==> config.mk <==
export PLATFORM = sky130hd
export DESIGN_NAME = rom_stream_adder_array
export DESIGN_NICKNAME = d
export VERILOG_FILES = /design/src/rtl/rom_adder_pkg.sv /design/src/rtl/rom_stream_adder_array_lane_adder.sv /design/src/rtl/rom_stream_adder_array.sv
export SDC_FILE = /design/constraint.sdc
export NUM_CORES = 1
export LEC_CHECK = 0
export CORE_MARGIN = 5
export CORE_UTILIZATION = 45
export CTS_CLUSTER_SIZE = 16
export DETAILED_ROUTE_END_ITERATION = 8
export PLACE_DENSITY = 0.92
export SLEW_MARGIN = 25
export SYNTH_ARGS = -nofsm -noshare
export SYNTH_HDL_FRONTEND = slang
export SYNTH_SLANG_ARGS = --single-unit
==> constraint.sdc <==
create_clock -name clk -period 1.8 [get_ports clk]
set_input_delay 0.18 -clock clk [delete_from_list [all_inputs] [get_ports clk]]
set_output_delay 0.18 -clock clk [all_outputs]
set_load 0.01 [all_outputs]
==> src/rtl/rom_adder_pkg.sv <==
// Shared definitions for the ROM-fed streaming adder array.
//   state_t      : controller states (IDLE, FETCH, WAIT, OUT, DONE)
//   MODE_WRAP    : lane result wraps modulo 2^BW
//   MODE_SAT     : lane result clamps to all-ones on carry-out
//   lane_lsb()   : LSB position of a BW-wide slice inside a packed word
package rom_adder_pkg;

    typedef enum logic [2:0] {
        IDLE  = 3'd0,
        FETCH = 3'd1,
        WAIT  = 3'd2,
        OUT   = 3'd3,
        DONE  = 3'd4
    } state_t;

    localparam logic MODE_WRAP = 1'b0;
    localparam logic MODE_SAT  = 1'b1;

    // Slice k of width bw starts at bit k*bw. Operand a of lane i is slice
    // 2*i, operand b is slice 2*i+1; result of lane i is slice i.
    function automatic int lane_lsb(input int slice, input int bw);
        return slice * bw;
    endfunction

endpackage

==> src/rtl/rom_stream_adder_array_lane_adder.sv <==
// lane_adder: one combinational unsigned adder lane.
//   a, b   : BW-bit unsigned operands
//   sat    : MODE_WRAP / MODE_SAT
//   result : BW-bit wrapped or saturated sum
//   carry  : bit BW of the raw a+b sum (independent of sat)
module lane_adder
    import rom_adder_pkg::*;
#(
    parameter int BW = 8
) (
    input  logic [BW-1:0] a,
    input  logic [BW-1:0] b,
    input  logic          sat,
    output logic [BW-1:0] result,
    output logic          carry
);

    logic [BW:0] raw;

    assign raw    = {1'b0, a} + {1'b0, b};
    assign carry  = raw[BW];
    assign result = (sat == MODE_SAT && carry) ? '1 : raw[BW-1:0];

endmodule

==> src/rtl/rom_stream_adder_array.sv <==
// rom_stream_adder_array: walks DEPTH words of a synchronous ROM, adds the N
// packed operand pairs of each word in parallel and streams one result vector
// per word over a valid/ready handshake.
//   clk, rst_n           : clock, async active-low reset
//   start, sat_mode      : run request and wrap/saturate mode (latched at start)
//   rom_en, rom_addr     : ROM read port; rom_rdata valid the cycle after rom_en
//   sum_data, sum_carry  : lane results / raw carry-outs, held while stalled
//   sum_valid, sum_ready : result handshake
//   busy, done           : run in progress / one-cycle end-of-run pulse
// Optional build macro OVF_COUNT_EN adds ovf_count: per-lane 16-bit saturating
// count of accepted vectors with carry set during the current run.
module rom_stream_adder_array
    import rom_adder_pkg::*;
#(
    parameter int BW    = 8,
    parameter int N     = 4,
    parameter int DEPTH = 16,
    parameter int AW    = (DEPTH > 1) ? $clog2(DEPTH) : 1
) (
    input  logic              clk,
    input  logic              rst_n,
    input  logic              start,
    input  logic              sat_mode,
    output logic              rom_en,
    output logic [AW-1:0]     rom_addr,
    input  logic [2*N*BW-1:0] rom_rdata,
    output logic [N*BW-1:0]   sum_data,
    output logic [N-1:0]      sum_carry,
    output logic              sum_valid,
    input  logic              sum_ready,
    output logic              busy,
    output logic              done
`ifdef OVF_COUNT_EN
    ,
    output logic [N*16-1:0]   ovf_count
`endif
);

    localparam logic [AW-1:0] LAST_ADDR = AW'(DEPTH - 1);

    state_t              state;
    logic                mode_q;
    logic [N-1:0][BW-1:0] lane_res;
    logic [N-1:0]        lane_carry;

    for (genvar i = 0; i < N; i++) begin : g_lane
        lane_adder #(.BW(BW)) u_lane (
            .a      (rom_rdata[lane_lsb(2*i,   BW) +: BW]),
            .b      (rom_rdata[lane_lsb(2*i+1, BW) +: BW]),
            .sat    (mode_q),
            .result (lane_res[i]),
            .carry  (lane_carry[i])
        );
    end

    // rom_addr doubles as the word counter: it only advances on accept, so
    // the address seen during FETCH is always the word being processed.
    always_ff @(posedge clk or negedge rst_n) begin
        if (!rst_n) begin
            state     <= IDLE;
            mode_q    <= MODE_WRAP;
            rom_en    <= 1'b0;
            rom_addr  <= '0;
            sum_data  <= '0;
            sum_carry <= '0;
            sum_valid <= 1'b0;
            busy      <= 1'b0;
            done      <= 1'b0;
        end else begin
            rom_en <= 1'b0;
            done   <= 1'b0;
            case (state)
                IDLE: begin
                    if (start) begin
                        mode_q   <= sat_mode;
                        rom_addr <= '0;
                        rom_en   <= 1'b1;
                        busy     <= 1'b1;
                        state    <= FETCH;
                    end
                end
                FETCH: state <= WAIT;
                WAIT: begin
                    sum_data  <= lane_res;
                    sum_carry <= lane_carry;
                    sum_valid <= 1'b1;
                    state     <= OUT;
                end
                OUT: begin
                    if (sum_ready) begin
                        sum_valid <= 1'b0;
                        if (rom_addr == LAST_ADDR) begin
                            done  <= 1'b1;
                            state <= DONE;
                        end else begin
                            rom_addr <= rom_addr + AW'(1);
                            rom_en   <= 1'b1;
                            state    <= FETCH;
                        end
                    end
                end
                DONE: begin
                    busy  <= 1'b0;
                    state <= IDLE;
                end
                default: state <= IDLE;
            endcase
        end
    end

`ifdef OVF_COUNT_EN
    logic [N-1:0][15:0] ovf_q;

    assign ovf_count = ovf_q;

    always_ff @(posedge clk or negedge rst_n) begin
        if (!rst_n) begin
            ovf_q <= '0;
        end else if (state == IDLE && start) begin
            ovf_q <= '0;
        end else if (state == OUT && sum_ready) begin
            for (int i = 0; i < N; i++) begin
                if (sum_carry[i] && ovf_q[i] != 16'hFFFF)
                    ovf_q[i] <= ovf_q[i] + 16'd1;
            end
        end
    end
`endif

endmodule

==> insert_results.sql, run 1 <==
INSERT INTO impl_metrics (metric_group, metric, value, unit) VALUES
('synth', 'synth-main-ff-cell', 'sky130_fd_sc_hd__dfrtp_1', ''),
('sta', 'worst_pin_slew', '0.575', 'ns'),
('synth', 'top_count_cell_post_synth', 'sky130_fd_sc_hd__dfrtp_1', ''),
('synth', 'synth.top_cells.by_count', 'sky130_fd_sc_hd__dfrtp_1, sky130_fd_sc_hd__nor2_1, sky130_fd_sc_hd__ha_1, sky130_fd_sc_hd__a21oi_1, sky130_fd_sc_hd__a31oi_1', ''),
('floorplanning', 'io_pins', '113', ''),
('critical_path', 'critPathMaxStageDelay', '0.40', 'ns'),
('clock_tree', 'clkSinkCount', '48', ''),
('placed_design', 'dp.cells', '561', ''),
('clock_tree', 'root_buffer', 'sky130_fd_sc_hd__clkbuf_8', ''),
('final_layout', 'design.final.nets', '587', ''),
('final_layout', 'syn2layout_area_growth', '61.4', '%'),
('sta', 'timing.fmax', '0.580', 'GHz'),
('route', 'wire_per_inst', '15.4', 'µm'),
('final_layout', 'filler_free_cell_count_of_the_finished_design', '578', ''),
('power', 'power.density_cell_area', '1150', 'mW/mm²'),
('sta', 'final.setup.worst_slack', '0.0751', 'ns'),
('critical_path', 'critPathKind', 'primary input to flop', ''),
('power', 'clkPwrFrac', '0.110', ''),
('hold_path', 'min-delay-path-class', 'primary input to flop', ''),
('critical_path', 'worst_setup_path_start_kind', 'primary input', ''),
('sta', 'relSlewSlack', '0.617', ''),
('power', 'cell_internal_pwr', '3.67', 'mW'),
('route', 'drt-total-wl', '8910', 'µm'),
('placed_design', 'place_area', '0.00474', 'mm²'),
('route', 'vias', '3105', ''),
('status', 'run_status', 'complete, no violations', ''),
('clock_tree', 'cts.htree.levels', '2', ''),
('placed_design', 'detailed_place_hpwl', '6940', 'µm'),
('synth', 'dominant_cells_by_area_after_synthesis', 'sky130_fd_sc_hd__dfrtp_1, sky130_fd_sc_hd__ha_1, sky130_fd_sc_hd__nor2_1, sky130_fd_sc_hd__xor2_1, sky130_fd_sc_hd__a31oi_1', ''),
('final_layout', 'fillCellCount', '476', ''),
('route', 'drt-met1-wl', '3340', 'µm'),
('critical_path', 'arrival', '1.88', 'ns'),
('synth', 'syn_area_per_cell', '9.99', 'µm²'),
('synth', 'synthesis.area', '0.00314', 'mm²'),
('grt', 'via_count_of_the_first_global_routing_pass', '3204', ''),
('synth', 'netlist.area_leader.share', '0.383', ''),
('critical_path', 'critical_path.max_fanout', '8', ''),
('floorplanning', 'fp.coreArea', '0.00679', 'mm²'),
('sta', 'worst_hold_slack', '0.245', 'ns'),
('route', 'met3RoutedLength', '468', 'µm'),
('route', 'number_of_vias_per_cell_after_detailed_routing', '5.37', ''),
('power', 'total_switching_power', '2.14', 'mW'),
('floorplanning', 'fp-row-count', '30', ''),
('floorplanning', 'die_h', '93.5', 'µm'),
('synth', 'synth_area_leader', 'sky130_fd_sc_hd__dfrtp_1', ''),
('synth', 'asyncSetResetFlopFracSynth', '1.00', ''),
('route', 'firstDrtPassIters', '4', ''),
('route', 'met2_wl_post_dr', '4900', 'µm'),
('power', 'share_seq_of_total_power', '0.342', ''),
('sta', 'hold_viol_final', '0', ''),
('critical_path', 'critical_path_required', '1.95', 'ns'),
('floorplanning', 'initial_utilization', '0.462', ''),
('synth', 'yosysSeqAreaShare', '0.383', ''),
('route', 'post-route-drc-count', '0', ''),
('clock_tree', 'max-clock-path-buffers', '2', ''),
('grt', 'wire_length_of_the_first_global_routing_pass', '14100', 'µm'),
('placed_design', 'port-buffer-count', '112', ''),
('grt', 'globalRoute.totalOverflow', '0', ''),
('synth', 'synth_edf_count', '0', ''),
('final_layout', 'n_antenna_cell', '0', ''),
('placed_design', 'post_place_worst_slack', '-0.708', 'ns'),
('clock_tree', 'tritoncts', 'built', ''),
('clock_tree', 'clk_transition_reported_paths', '0.08', 'ns'),
('clock_tree', 'clk-insertion-delay-late', '0.28', 'ns'),
('sta', 'post-route-period-util', '0.958', ''),
('critical_path', 'cp_cell_sequence', 'clkdlybuf4s50_1, ha_1, o21ai_1, o21ai_2, a221oi_2, nand2b_4, a31oi_1', ''),
('sta', 'timing.final.max_slew_violations', '0', ''),
('power', 'swShare', '0.368', ''),
('power', 'highest_ir_drop_seen_on_vdd', '0.000469', 'V'),
('power', 'leakagePower', '2.26', 'nW'),
('grt', 'groute.usage.overall', '0.197', '');
cells by family (layout without fill, tap and decap cells):
family          count (synthesis)  in the layout  share of synthesized area
mux                             3              3                     0.0104
buf+inv                        15            183                     0.0255
compound gates                112            112                      0.237
xor+xnor                       24             24                     0.0670
fa+ha+maj                      37             37                      0.157
simple gates                   75             75                      0.120
flops                          48             48                      0.383
layout by cell type (no fill, tap or decap), types with 4 or more instances in the layout:
cell	instances
sky130_fd_sc_hd__o22a_1	7
sky130_fd_sc_hd__clkbuf_8	6
sky130_fd_sc_hd__nor3_1	4
sky130_fd_sc_hd__and3_1	4
sky130_fd_sc_hd__fa_2	4
sky130_fd_sc_hd__dlymetal6s2s_1	5
sky130_fd_sc_hd__nand2b_1	4
sky130_fd_sc_hd__nor2_1	41
sky130_fd_sc_hd__o21ai_1	6
sky130_fd_sc_hd__xnor2_1	7
sky130_fd_sc_hd__a31oi_1	20
sky130_fd_sc_hd__nand2_1	8
sky130_fd_sc_hd__ha_1	25
sky130_fd_sc_hd__clkdlybuf4s50_1	89
sky130_fd_sc_hd__a21o_1	8
sky130_fd_sc_hd__dlygate4sd2_1	8
sky130_fd_sc_hd__buf_4	59
sky130_fd_sc_hd__ha_4	6
sky130_fd_sc_hd__o21bai_1	7
sky130_fd_sc_hd__a21oi_1	26
sky130_fd_sc_hd__o21ai_0	10
sky130_fd_sc_hd__xor2_1	17
sky130_fd_sc_hd__dfrtp_1	48
sky130_fd_sc_hd__clkbuf_2	4
cell type report:
type / instances / area (µm²) / share of cell area
multi-input cells: 251 / 2080 / 0.411
repair buffers: 173 / 1560 / 0.308
flip-flops and latches: 48 / 1200 / 0.237
well taps: 96 / 120 / 0.0237
clock buffers: 7 / 86.3 / 0.0170
clock inverters: 1 / 7.51 / 0.00148
inverters: 2 / 7.51 / 0.00148
metrics by stage:
step                      setup TNS, ns  utilization
final                                 0        0.746
after global placement           -17.96        0.698
after CTS                             0        0.732
after floorplan                       0            -
after detailed placement         -21.03        0.698
after global routing            -0.0400        0.746
path summary, 6_finish.rpt:
path / from / to / slack (ns) / cells after the start
setup / recovery: rom_rdata[35] / sum_data[19]$_DFFE_PN0P_ / 0.08 / 7
hold / removal: rom_rdata[48] / sum_data[24]$_DFFE_PN0P_ / 0.24 / 3
setup reg to reg: rom_addr[0]$_DFFE_PN0P_ / rom_addr[3]$_DFFE_PN0P_ / 0.14 / 8
hold reg to reg: sum_carry[2]$_DFFE_PN0P_ / sum_carry[2]$_DFFE_PN0P_ / 0.49 / 2
max in group asynchronous: rst_n / sum_data[31]$_DFFE_PN0P_ / 0.78 / 3
min in group asynchronous: rst_n / sum_data[25]$_DFFE_PN0P_ / 0.41 / 2
critical path, delay by kind of cell:
family                   cells  cell delay [ns]
AO/OA/AOI/OAI                4             0.72
adder cells (fa/ha/maj)      1             0.33
buffers and inverters        1             0.40
AND/OR/NAND/NOR              1             0.24
what timing repair did:
action | in CTS | in global routing
setup endpoints to repair | 35 | 30
gates resized for setup | 44 | 29
hold buffers | 1 | 0
hold endpoints to repair | 21 | 0
pin swaps | 27 | 20
buffers inserted | 7 | 1
power groups by stage:
stage          Combinational, mW  Clock [mW]  Sequential [mW]
4_1_cts                     3.13       0.655             1.98
6_report                    3.19       0.637             1.98
3_3_place_gp                2.88           0             1.97
3_5_place_dp                2.99           0             1.98
5_1_grt                     3.45       0.698             2.06
2_1_floorplan               1.35           0             2.08
per-layer routing:
layer / vias up / track usage
met5: - / 0
met4: 0 / 0.0513
met3: 24 / 0.0257
met2: 114 / 0.394
met1: 1472 / 0.213
li1: 1495 / -
state kept, by name (all words and copies together) (netlist names):
name,cells
sum_data,32
rom_addr,4
sum_carry,4
state,3
busy,1
done,1
mode_q,1
rom_en,1
sum_valid,1
No activity file was read; power rests on OpenSTA's default activity.
==> run 2: changes to the inputs <==
CORE_UTILIZATION = 49   (was 45)
PLACE_DENSITY = 0.95   (was 0.92)
clock period = 2 ns   (was 1.8 ns; I/O delays follow)
==> insert_results.sql, run 2 (synthesis results as in run 1) <==
INSERT INTO impl_metrics (metric_group, metric, value, unit) VALUES
('route', 'vias', '3040', ''),
('final_layout', 'design.final.nets', '568', ''),
('critical_path', 'arrival', '2.08', 'ns'),
('final_layout', 'n_antenna_cell', '0', ''),
('final_layout', 'multi_input_area', '0.00201', 'mm²'),
('critical_path', 'slowest_stage', 'sky130_fd_sc_hd__clkdlybuf4s50_1', ''),
('critical_path', 'critical_path_required', '2.17', 'ns'),
('power', 'fin_total_pwr', '5.25', 'mW'),
('hold_path', 'min-delay-path-class', 'primary input to flop', ''),
('floorplanning', 'floorplan.die_area', '0.00810', 'mm²'),
('placed_design', 'place.gp.congestion', '0.913', ''),
('run', 'cap_violations', '0', ''),
('power', 'leakagePower', '2.20', 'nW'),
('critical_path', 'timing.critical_path.to_type', 'flop', ''),
('final_layout', 'top_library_cells_by_usage_in_the_layout_fill_and_taps_aside', 'sky130_fd_sc_hd__clkdlybuf4s50_1, sky130_fd_sc_hd__dfrtp_1, sky130_fd_sc_hd__nor2_1', ''),
('grt', 'via_count_of_the_first_global_routing_pass', '3214', ''),
('critical_path', 'worst-path-buf-inv', '1', ''),
('route', 'drt-total-wl', '8940', 'µm'),
('sta', 'setup_viol_count_final', '0', ''),
('floorplanning', 'die_h', '90.0', 'µm'),
('final_layout', 'post_route_cells_drive_above_1_share', '0.173', ''),
('route', 'first_iter_violations', '72', ''),
('floorplanning', 'io_pins', '113', ''),
('grt', 'groute.usage.overall', '0.212', ''),
('placed_design', 'port-buffer-count', '112', ''),
('final_layout', 'syn2layout_area_growth', '55.5', '%'),
('floorplanning', 'fp.coreArea', '0.00628', 'mm²'),
('final_layout', 'largestRegisters', 'sum_data: 32 flops, rom_addr: 4 flops, sum_carry: 4 flops', ''),
('sta', 'post-route-period-util', '0.954', ''),
('route', 'firstDrtPassIters', '4', ''),
('clock_tree', 'cts_made_buffers', '5', ''),
('sta', 'timing.fmax', '0.524', 'GHz'),
('grt', 'globalRoute.totalOverflow', '0', ''),
('status', 'run_status', 'complete, no violations', ''),
('sta', 'post_layout_min_period', '1.91', 'ns'),
('final_layout', 'regArea', '0.00120', 'mm²'),
('clock_tree', 'max-clock-path-buffers', '2', ''),
('critical_path', 'worst_setup_path_start_kind', 'primary input', ''),
('final_layout', 'register_containing_the_most_flip_flops_in_the_final_layout', 'sum_data', ''),
('sta', 'relSlewSlack', '0.594', ''),
('floorplanning', 'die_w', '90.0', 'µm'),
('power', 'highest_ir_drop_seen_on_vdd', '0.000737', 'V'),
('sta', 'fin_setup_tns', '0', 'ns'),
('critical_path', 'cp_cell_sequence', 'clkdlybuf4s50_1, fa_2, a211oi_4, o21ai_2, a221oi_2, nand2b_4, a31oi_1', ''),
('final_layout', 'most_common_cell_after_layout_fill_and_taps_aside', 'sky130_fd_sc_hd__clkdlybuf4s50_1', ''),
('critical_path', 'critPathMaxStageDelay', '0.45', 'ns'),
('route', 'post-route-drc-count', '0', ''),
('sta', 'final.setup.worst_slack', '0.0927', 'ns'),
('route', 'wire_per_inst', '16.5', 'µm'),
('clock_tree', 'clk-insertion-delay-late', '0.30', 'ns'),
('sta', 'timing.final.max_slew_violations', '0', ''),
('floorplanning', 'fp-row-count', '29', ''),
('placed_design', 'post_place_worst_slack', '-0.743', 'ns'),
('clock_tree', 'clkSinkCount', '48', ''),
('grt', 'grt_start_max_net_pins', '49', ''),
('sta', 'worst_hold_slack', '0.288', 'ns'),
('route', 'antenna_violating_nets_post_route', '0', ''),
('power', 'power.density_cell_area', '1070', 'mW/mm²'),
('sta', 'hold_viol_final', '0', ''),
('final_layout', 'postLayoutCoreUtil', '0.777', ''),
('placed_design', 'detailed_place_hpwl', '6880', 'µm'),
('clock_tree', 'root_buffer', 'sky130_fd_sc_hd__clkbuf_8', ''),
('grt', 'wire_length_of_the_first_global_routing_pass', '14500', 'µm'),
('critical_path', 'critical_path.max_fanout', '8', ''),
('critical_path', 'cpLargestDelayFamily', 'compound AO/OA/AOI/OAI gates', ''),
('route', 'number_of_vias_per_cell_after_detailed_routing', '5.63', ''),
('grt', 'grt_antenna_before_repair', '0', ''),
('clock_tree', 'clk_transition_reported_paths', '0.09', 'ns'),
('critical_path', 'critPathKind', 'primary input to flop', ''),
('clock_tree', 'cts.htree.levels', '2', ''),
('sta', 'clock_skew', '0.00684', 'ns'),
('final_layout', 'fillCellCount', '443', ''),
('final_layout', 'largest_register_ff_count', '32', ''),
('clock_tree', 'tritoncts', 'built', ''),
('sta', 'worst_pin_slew', '0.608', 'ns'),
('floorplanning', 'initial_utilization', '0.500', '');
==> run 2: area by class of cell <==
class / instances / area share
multi-input combinational: 251 / 0.411
timing repair buffer: 154 / 0.299
sequential: 48 / 0.246
tap: 77 / 0.0197
clock buffer: 5 / 0.0141
clock inverter: 3 / 0.00872
inverter: 2 / 0.00154
==> run 2: worst register-to-register path, stage by stage, from the launching register on <==
cell and delay, ns:
sky130_fd_sc_hd__dfrtp_1 0.43, sky130_fd_sc_hd__ha_1 0.25, sky130_fd_sc_hd__and3_1 0.19, sky130_fd_sc_hd__nor2_1 0.20
sky130_fd_sc_hd__nor2_1 0.12, sky130_fd_sc_hd__inv_1 0.12, sky130_fd_sc_hd__nand4_1 0.11, sky130_fd_sc_hd__xor2_1 0.15
sky130_fd_sc_hd__nor2_1 0.06
==> run 2: per-layer routing <==
metal	vias up	global-route usage	wire length, µm
li1	1458	-	-
met1	1474	0.228	3450
met2	91	0.408	4850
met3	17	0.0476	453
met4	0	0.0583	184
met5	-	0	0
==> run 2: power breakdown <==
part	leakage [nW]	internal [mW]	switching, mW
sequential	0.539	1.41	0.365
clock	0.0541	0.370	0.330
combinational	1.61	1.52	1.24
==> run 2: repair_timing <==
action,4_1_cts,5_1_grt
hold buffers,1,0
setup endpoints to repair,33,29
cloned,0,0
gates resized for setup,27,18
pin swaps,17,19
endpoints found under the hold margin,10,0
setup buffers,3,2
==> run 2: path summary, 6_finish.rpt <==
path | startpoint | end | slack [ns] | cells after the start
setup / recovery | rom_rdata[25] | sum_data[12]$_DFFE_PN0P_ | 0.09 | 7
hold / removal | rom_rdata[56] | sum_data[24]$_DFFE_PN0P_ | 0.29 | 3
setup reg to reg | rom_addr[0]$_DFFE_PN0P_ | rom_addr[3]$_DFFE_PN0P_ | 0.26 | 8
hold reg to reg | sum_valid$_DFFE_PN0P_ | sum_valid$_DFFE_PN0P_ | 0.49 | 2
max in group asynchronous | rst_n | state[2]$_DFFE_PN0P_ | 1.07 | 3
min in group asynchronous | rst_n | done$_DFF_PN0_ | 0.52 | 3
==> run 2: stage by stage <==
stage,cells,instance area [µm²]
finish,540,4880
global route,540,4880
CTS,538,4790
detailed placement,526,4550
global placement,526,4550
floorplan,314,3140
==> run 3: changes to the inputs <==
--- a/config.mk
+++ b/config.mk
@@ -11,4 +11,5 @@
 export DETAILED_ROUTE_END_ITERATION = 8
 export PLACE_DENSITY = 0.95
+export REMOVE_ABC_BUFFERS = 1
 export SLEW_MARGIN = 25
 export SYNTH_ARGS = -nofsm -noshare
==> constraint.sdc (replaced) <==
create_clock -name clk -period 2 [get_ports clk]
set_input_delay 0.5 -clock clk [delete_from_list [all_inputs] [get_ports clk]]
set_output_delay 0.5 -clock clk [all_outputs]
set_load 0.01 [all_outputs]
==> insert_results.sql, run 3 (synthesis results as in run 1) <==
INSERT INTO impl_metrics (metric_group, metric, value, unit) VALUES
('critical_path', 'cpLargestDelayFamily', 'compound AO/OA/AOI/OAI gates', ''),
('sta', 'unrepaired_setup_endpoints_after_global_routing', 'yes', ''),
('clock_tree', 'clkSinkCount', '48', ''),
('sta', 'post_layout_min_period', '2.04', 'ns'),
('critical_path', 'worst_setup_path_start_kind', 'primary input', ''),
('sta', 'post-route-period-util', '1.02', ''),
('status', 'run_status', 'finished, violations left', ''),
('floorplanning', 'floorplan.die_area', '0.00810', 'mm²'),
('final_layout', 'design.final.nets', '602', ''),
('sta', 'timing.final.max_slew_violations', '0', ''),
('run', 'cap_violations', '0', ''),
('sta', 'worst_hold_slack', '0.285', 'ns'),
('clock_tree', 'cts.hold.buffers_added', '0', ''),
('clock_tree', 'root_buffer', 'sky130_fd_sc_hd__clkbuf_8', ''),
('critical_path', 'slowest_stage', 'sky130_fd_sc_hd__fa_2', ''),
('route', 'first_iter_violations', '97', ''),
('route', 'antenna_violating_nets_post_route', '0', ''),
('grt', 'globalRoute.totalOverflow', '0', ''),
('critical_path', 'critPathKind', 'primary input to flop', ''),
('route', 'post-route-drc-count', '0', ''),
('clock_tree', 'max-clock-path-buffers', '2', ''),
('power', 'power.density_cell_area', '1040', 'mW/mm²'),
('floorplanning', 'io_pins', '113', ''),
('sta', 'clock_skew', '0.00698', 'ns'),
('power', 'leakagePower', '2.36', 'nW'),
('floorplanning', 'die_w', '90.0', 'µm'),
('power', 'highest_ir_drop_seen_on_vdd', '0.000813', 'V'),
('grt', 'wire_length_of_the_first_global_routing_pass', '16400', 'µm'),
('route', 'number_of_vias_per_cell_after_detailed_routing', '5.93', ''),
('final_layout', 'postLayoutCoreUtil', '0.852', ''),
('grt', 'groute.usage.overall', '0.241', ''),
('floorplanning', 'fp-row-count', '29', ''),
('grt', 'via_count_of_the_first_global_routing_pass', '3606', ''),
('floorplanning', 'die_h', '90.0', 'µm'),
('critical_path', 'rrSetupSlack', '0.32', 'ns'),
('route', 'firstDrtPassIters', '4', ''),
('placed_design', 'detailed_place_hpwl', '7080', 'µm'),
('grt', 'grt_start_max_net_pins', '49', ''),
('critical_path', 'timing.critical_path.to_type', 'flop', ''),
('final_layout', 'largest_register_ff_count', '32', ''),
('clock_tree', 'clk-insertion-delay-late', '0.30', 'ns'),
('route', 'drt-total-wl', '10800', 'µm'),
('critical_path', 'critPathMaxStageDelay', '0.35', 'ns'),
('route', 'vias', '3411', ''),
('hold_path', 'min-delay-path-class', 'primary input to asynchronous set/reset pin', ''),
('clock_tree', 'clk_transition_reported_paths', '0.09', 'ns'),
('floorplanning', 'fp.coreArea', '0.00628', 'mm²'),
('sta', 'timing.fmax', '0.489', 'GHz'),
('clock_tree', 'cts_made_buffers', '5', ''),
('power', 'fin_total_pwr', '5.55', 'mW'),
('sta', 'fin_setup_tns', '-0.342', 'ns'),
('final_layout', 'syn2layout_area_growth', '70.3', '%'),
('final_layout', 'top_library_cells_by_usage_in_the_layout_fill_and_taps_aside', 'sky130_fd_sc_hd__clkdlybuf4s50_1, sky130_fd_sc_hd__buf_4, sky130_fd_sc_hd__dfrtp_1', ''),
('final_layout', 'most_common_cell_after_layout_fill_and_taps_aside', 'sky130_fd_sc_hd__clkdlybuf4s50_1', ''),
('placed_design', 'port-buffer-count', '112', ''),
('final_layout', 'post_route_cells_drive_above_1_share', '0.312', ''),
('sta', 'hold_viol_final', '0', ''),
('critical_path', 'arrival', '2.21', 'ns'),
('clock_tree', 'cts.htree.levels', '2', ''),
('placed_design', 'post_place_worst_slack', '-0.936', 'ns'),
('sta', 'relSlewSlack', '0.592', ''),
('sta', 'final.setup.worst_slack', '-0.0439', 'ns'),
('status', 'violations', 'setup timing', ''),
('grt', 'grt_antenna_before_repair', '0', ''),
('final_layout', 'register_containing_the_most_flip_flops_in_the_final_layout', 'sum_data', ''),
('route', 'wire_per_inst', '18.7', 'µm'),
('critical_path', 'critical_path.max_fanout', '8', ''),
('sta', 'setup_viol_count_final', '15', ''),
('critical_path', 'cp_cell_sequence', 'buf_6, ha_4, fa_2, a211oi_2, o21ai_1, a221oi_2, nand2b_4, a31oi_1', ''),
('clock_tree', 'tritoncts', 'built', ''),
('critical_path', 'critical_path_required', '2.16', 'ns'),
('placed_design', 'place.gp.congestion', '0.845', ''),
('floorplanning', 'initial_utilization', '0.500', ''),
('critical_path', 'worst-path-buf-inv', '1', ''),
('final_layout', 'largestRegisters', 'sum_data: 32 flops, rom_addr: 4 flops, sum_carry: 4 flops', ''),
('sta', 'worst_pin_slew', '0.612', 'ns');
-- run 3: cell count changes in the layout (fill, tap and decap cells not counted), sizes merged, moves of 6 or more --
cell and delta:
buf +43, clkdlybuf4s50 -13, clkbuf +8, dlymetal6s2s -7
dlygate4sd2 +6
-- run 3: final timing paths --
kind                       depth (start not counted)                      from                       end
min in group clk                                   2  sum_carry[2]$_DFFE_PN0P_  sum_carry[2]$_DFFE_PN0P_
min                                                2                     rst_n  sum_data[25]$_DFFE_PN0P_
max in group asynchronous                          2                     rst_n  sum_carry[3]$_DFFE_PN0P_
max reg2reg                                        8   rom_addr[0]$_DFFE_PN0P_   rom_addr[3]$_DFFE_PN0P_
max                                                8             rom_rdata[16]  sum_data[14]$_DFFE_PN0P_
min reg2reg                                        2  sum_carry[2]$_DFFE_PN0P_  sum_carry[2]$_DFFE_PN0P_
-- run 3: final cells by class --
class                   instances  area, µm²
multi-input cells             251       2260
fillers                       314        932
well taps                      77       96.3
diodes                          1       2.50
repair buffers                188       1690
flip-flops and latches         48       1200
inverters                       2       7.51
clock buffers                   8       90.1
-- run 3: layer usage --
layer / GRT usage / routed length (µm)
met2: 0.462 / 5920
met1: 0.252 / 3830
met4: 0.110 / 432
met5: 0 / 0
met3: 0.0401 / 570
-- run 3: report_power, final --
part	internal, mW	switching (mW)	leakage (nW)
clock network	0.283	0.321	0.0455
registers	1.42	0.356	0.539
logic	1.71	1.47	1.77
-- run 3: worst reg2reg max path, delay by kind of cell, from the launching register on --
family / cells / cell delay, ns
xor gates and xnor gates: 1 / 0.16
and+or+nand+nor: 5 / 0.67
buffers and inverters: 1 / 0.11
adders and majority gates: 1 / 0.25
DFF: 1 / 0.42
-- run 3: repair_timing --
action                                 in CTS  in global routing
setup endpoints to repair                  36                 32
endpoints found under the hold margin       0                  0
pin swaps                                  40                 36
setup buffers                               8                  4
resized for setup                          90                 62
-- run 3: metrics by stage --
stage | instance area (µm²) | instances
after global placement | 4770 | 555
final | 5350 | 575
after CTS | 5110 | 571
after floorplan | 3070 | 301
after global routing | 5340 | 574
after detailed placement | 4770 | 555
